==> src/rtl/vga_timing.sv <==
// VGA raster timing generator: pixel-rate divider, h/v counters, sync decode
// and a one-pixel-delayed output stage that blanks colour outside the visible area.
module vga_timing #(
    parameter int CLK_DIV     = 2,
    parameter int H_VISIBLE   = 640,
    parameter int H_FP        = 16,
    parameter int H_SYNC      = 96,
    parameter int H_BP        = 48,
    parameter int V_VISIBLE   = 480,
    parameter int V_FP        = 10,
    parameter int V_SYNC      = 2,
    parameter int V_BP        = 33,
    parameter bit SYNC_ACTIVE = 1'b0
) (
    input  logic       Clk,
    input  logic       Reset,
    output logic [9:0] Hcount,
    output logic [8:0] Vcount,
    input  logic [7:0] Red_in,
    input  logic [7:0] Green_in,
    input  logic [7:0] Blue_in,
    output logic [7:0] Red,
    output logic [7:0] Green,
    output logic [7:0] Blue,
    output logic       Hsync,
    output logic       Vsync,
    output logic       Disp_en,
    output logic       Frame_tick
);

    localparam int H_TOTAL = H_VISIBLE + H_FP + H_SYNC + H_BP;
    localparam int V_TOTAL = V_VISIBLE + V_FP + V_SYNC + V_BP;

    localparam logic [1:0] DIV_LAST   = 2'(CLK_DIV - 1);
    localparam logic [9:0] H_LAST     = 10'(H_TOTAL - 1);
    localparam logic [9:0] V_LAST     = 10'(V_TOTAL - 1);
    localparam logic [9:0] H_VIS_END  = 10'(H_VISIBLE);
    localparam logic [9:0] V_VIS_END  = 10'(V_VISIBLE);
    localparam logic [9:0] H_SYNC_BEG = 10'(H_VISIBLE + H_FP);
    localparam logic [9:0] H_SYNC_END = 10'(H_VISIBLE + H_FP + H_SYNC);
    localparam logic [9:0] V_SYNC_BEG = 10'(V_VISIBLE + V_FP);
    localparam logic [9:0] V_SYNC_END = 10'(V_VISIBLE + V_FP + V_SYNC);

    logic [1:0] div;
    logic [9:0] h;
    logic [9:0] v;
    logic       pix_en;
    logic       h_wrap;
    logic       v_wrap;
    logic       h_sync_cond;
    logic       v_sync_cond;

    // With CLK_DIV = 1 the divider sits at 0, which is also its last value,
    // so pix_en is asserted on every clock.
    assign pix_en = (div == DIV_LAST);
    assign h_wrap = (h == H_LAST);
    assign v_wrap = (v == V_LAST);

    assign Hcount  = h;
    assign Vcount  = v[8:0];
    assign Disp_en = (h < H_VIS_END) && (v < V_VIS_END);

    assign h_sync_cond = (h >= H_SYNC_BEG) && (h < H_SYNC_END);
    assign v_sync_cond = (v >= V_SYNC_BEG) && (v < V_SYNC_END);

    assign Frame_tick = pix_en && h_wrap && v_wrap && !Reset;

    always_ff @(posedge Clk) begin
        if (Reset) begin
            div <= '0;
        end else if (pix_en) begin
            div <= '0;
        end else begin
            div <= div + 2'd1;
        end
    end

    always_ff @(posedge Clk) begin
        if (Reset) begin
            h <= '0;
            v <= '0;
        end else if (pix_en) begin
            if (h_wrap) begin
                h <= '0;
                v <= v_wrap ? 10'd0 : v + 10'd1;
            end else begin
                h <= h + 10'd1;
            end
        end
    end

    // Output stage captures the current pixel, so every output lags the
    // counters by exactly one pixel period and all five stay aligned.
    always_ff @(posedge Clk) begin
        if (Reset) begin
            Red   <= '0;
            Green <= '0;
            Blue  <= '0;
            Hsync <= ~SYNC_ACTIVE;
            Vsync <= ~SYNC_ACTIVE;
        end else if (pix_en) begin
            Red   <= Disp_en ? Red_in   : 8'd0;
            Green <= Disp_en ? Green_in : 8'd0;
            Blue  <= Disp_en ? Blue_in  : 8'd0;
            Hsync <= h_sync_cond ? SYNC_ACTIVE : ~SYNC_ACTIVE;
            Vsync <= v_sync_cond ? SYNC_ACTIVE : ~SYNC_ACTIVE;
        end
    end

endmodule
==> config.mk <==
export PLATFORM = sky130hd
export DESIGN_NAME = vga_timing
export DESIGN_NICKNAME = d
export VERILOG_FILES = /design/src/rtl/vga_timing.sv
export SDC_FILE = /design/constraint.sdc
export NUM_CORES = 1
export LEC_CHECK = 0
export CAP_MARGIN = 25
export CORE_MARGIN = 5
export CORE_UTILIZATION = 40
export CTS_CLUSTER_DIAMETER = 60
export CTS_CLUSTER_SIZE = 12
export DETAILED_ROUTE_END_ITERATION = 16
export DONT_BUFFER_PORTS = 1
export SLEW_MARGIN = 20
export SYNTH_ARGS = -nofsm -noshare
export SYNTH_HDL_FRONTEND = slang
export SYNTH_SLANG_ARGS = --single-unit
==> constraint.sdc <==
create_clock -name Clk -period 2.72 [get_ports Clk]
set_clock_uncertainty 0.15 [all_clocks]
set_input_delay 0.136 -clock Clk [delete_from_list [all_inputs] [get_ports Clk]]
set_output_delay 0.136 -clock Clk [all_outputs]
set_load 0.02 [all_outputs]
==> impl_metrics.csv <==
group,metric,value,unit
worst_setup_path,critPathLaunch,"Hcount[0]",
logic_synthesis,synth_edf_count,0,
min_path,min_path_type,"in -> reg",
grt,grt_pass1_vias,1404,
grt,antenna_found_initial,0,
clocking,root_buffer,"clkbuf_8",
worst_setup_path,start_kind,"flip-flop",
worst_setup_path,timing.rr.start,"Hcount[8]",
detailed_routing,firstDrtPassIters,4,
logic_synthesis,synth_area_leader_cell,"dfxtp_1",
logic_synthesis,yosys_warnings,0,
timing,worst-slew-pin-transition,0.864,ns
finish,ff_latch_area,961,um2
pwr,fin_total_pwr,1380,uW
place,place_hpwl,3230,um
die,fp.dieW,81.0,um
place,dp_cells,261,
grt,grt_pass1_wl,7470,um
logic_synthesis,synth_nets,239,
worst_setup_path,cpPeakStageDelay,0.55,ns
pwr,leakagePower,0.000845,uW
finish,area_growth,17.3,%
timing,finalWorstSetupSlack,0.400,ns
die,core-area,4820,um2
place,globalplace.congestion,0.784,
clocking,clk_pin_slew,0.09,ns
detailed_routing,ant_nets,0,
worst_setup_path,cp.arrival,2.03,ns
finish,multi_input_area,915,um2
outcome,status,"complete, no violations",
timing,finalCritPeriodShare,0.853,
detailed_routing,num_vias,1537,
clocking,cts_buffers,5,
logic_synthesis,synth_cell_type_count,37,
clocking,cts_tree,"built",
detailed_routing,vias_per_cell,5.25,
logic_synthesis,yosysSeqAreaShare,0.477,
finish,fillers,481,
die,rows,25,
timing,fin_crit,2.32,ns
die,die_area,6560,um2
grt,overflow,0,
detailed_routing,avgRoutedWirePerCell,15.9,um
clocking,clock_path_buffers,2,
logic_synthesis,synth.area.top_cells,"dfxtp_1 (48%), a22o_1 (10%), xnor2_1 (3.9%), nor2_1 (3.7%), buf_4 (3.4%)",
worst_setup_path,rrSetupSlack,0.44,ns
worst_setup_path,slowest_stage,"dfxtp_1",
die,start_util,0.418,
timing,rsz0062_at_grt,"false",
finish,nNetsFinal,257,
logic_synthesis,ys_seq_elements,48,
die,die_h,81.0,um
pwr,vdd_drop_max,0.240,mV
timing,tns,0,ns
logic_synthesis,async_reset_ff_frac,0,
finish,drive_gt1_frac,0.0796,
timing,slew_headroom,0.424,
timing,fmaxAchievable,0.431,GHz
clocking,clock_latency,0.30,ns
detailed_routing,first_iter_violations,107,
worst_setup_path,worstSetupPathType,"reg -> out",
finish,final_cell_mix,"dfxtp_1 (48), dlygate4sd3_1 (25), a22o_1 (24), nor2_1 (20), nor3_1 (10)",
timing,hold_viol,0,
min_path,hold_start,"Reset",
detailed_routing,drt-total-wl,4660,um
place,io_buffers,0,
worst_setup_path,crit_required,2.43,ns
timing,final_max_slew_viol_count,0,
run,max_cap_viol_count,0,
timing,setup_violations,0,
worst_setup_path,cp-end-kind,"primary output",
finish,layout.cells.non_filler,293,
place,pre_cts_ws,0.452,ns
logic_synthesis,ys.flop_type,"dfxtp_1",
logic_synthesis,synth_top_area_frac,0.477,
logic_synthesis,syn_inst,208,
detailed_routing,drcViolationCount,0,
clocking,cts.sinks,48,
finish,n_antenna_cell,0,
grt,grt_usage,0.147,
logic_synthesis,syn_area,2020,um2
worst_setup_path,crit_path_cell_trace,"ha_1 -> and3_1 -> nand3_1 -> nor3_1 -> buf_4",
grt,grt_max_degree,25,
clocking,cts.repair.resized,0,
clocking,htreeDepth,2,
die,io_pins,73,
pwr,power_density,584,nW/um2
logic_synthesis,syn_avg_cell_area,9.69,um2
worst_setup_path,crit_fanout,6,
finish,layout_commonest_cell,"dfxtp_1",
metrics by stage:
step / util / area [um2] / hold WS (ns)
CTS: 0.491 / 2360 / 0.0325
global route: 0.491 / 2360 / 0.0539
global placement: 0.420 / 2020 / 0.0583
floorplan: - / 2020 / 0.112
detailed placement: 0.420 / 2020 / 0.0605
finish: 0.491 / 2360 / 0.0452
Yosys cell counts (all sizes together) (5+ instances only):
library cell   n
a21oi          7
a22o          24
buf           11
clkbuf         8
dfxtp         48
ha             5
inv            7
nand2          6
nand3          9
nand4          9
nor2          20
nor3          11
nor4           6
xnor2          9
xor2           5
final cells by class:
class                           count  share of cell area
Clock buffer                        6              0.0349
Clock inverter                      1             0.00370
Inverter                            7              0.0111
Multi-Input combinational cell    134               0.387
Sequential cell                    48               0.406
Tap cell                           67              0.0354
Timing Repair Buffer               30               0.122
what timing repair did:
item,4_1_cts,5_1_grt
hold endpoints to repair,34,0
buffers inserted,0,0
hold buffers,25,0
layer usage:
| layer | GRT usage | up-vias | wire length [um] |
|---|---|---|---|
| met3 | 0.0510 | 7 | 316 |
| met5 | 0 | - | 0 |
| met1 | 0.193 | 710 | 2000 |
| met2 | 0.222 | 43 | 2290 |
| li1 | - | 777 | - |
| met4 | 0.0557 | 0 | 59 |
critical path, delay by kind of cell, from the launching register on:
kind,cells,cell delay [ns]
AND/OR/NAND/NOR,3,0.69
buffers and inverters,1,0.18
flip-flops,1,0.55
adder cells (fa/ha/maj),1,0.32
sequential cells by signal (all words and copies together) (netlist names):
name    flops
Blue        8
Hcount     10
Vsync       1
Green       8
Hsync       1
v          10
div         2
Red         8
worst paths after layout:
check,cells past startpoint,to
min reg2reg,1,div[0]
max reg2reg,4,Green[1]
min,2,v[4]
max,5,Frame_tick
report_power, final:
group          switching [uW]  internal [uW]  total [uW]
clock                     228            203         430
sequential               79.5            745         825
combinational            58.5           67.3         126
total                     366           1020        1380
cells by family (layout without fill, tap and decap cells):
| logic type | Yosys count | in the layout | share of synthesized area |
|---|---|---|---|
| compound gates | 37 | 37 | 0.140 |
| xor+xnor | 14 | 14 | 0.0608 |
| fa+ha+maj | 5 | 5 | 0.0310 |
| buf+inv | 26 | 44 | 0.0695 |
| simple gates | 77 | 77 | 0.217 |
| mux | 1 | 1 | 0.00497 |
| flops | 48 | 48 | 0.477 |
No activity file was read; power rests on OpenSTA's default activity.
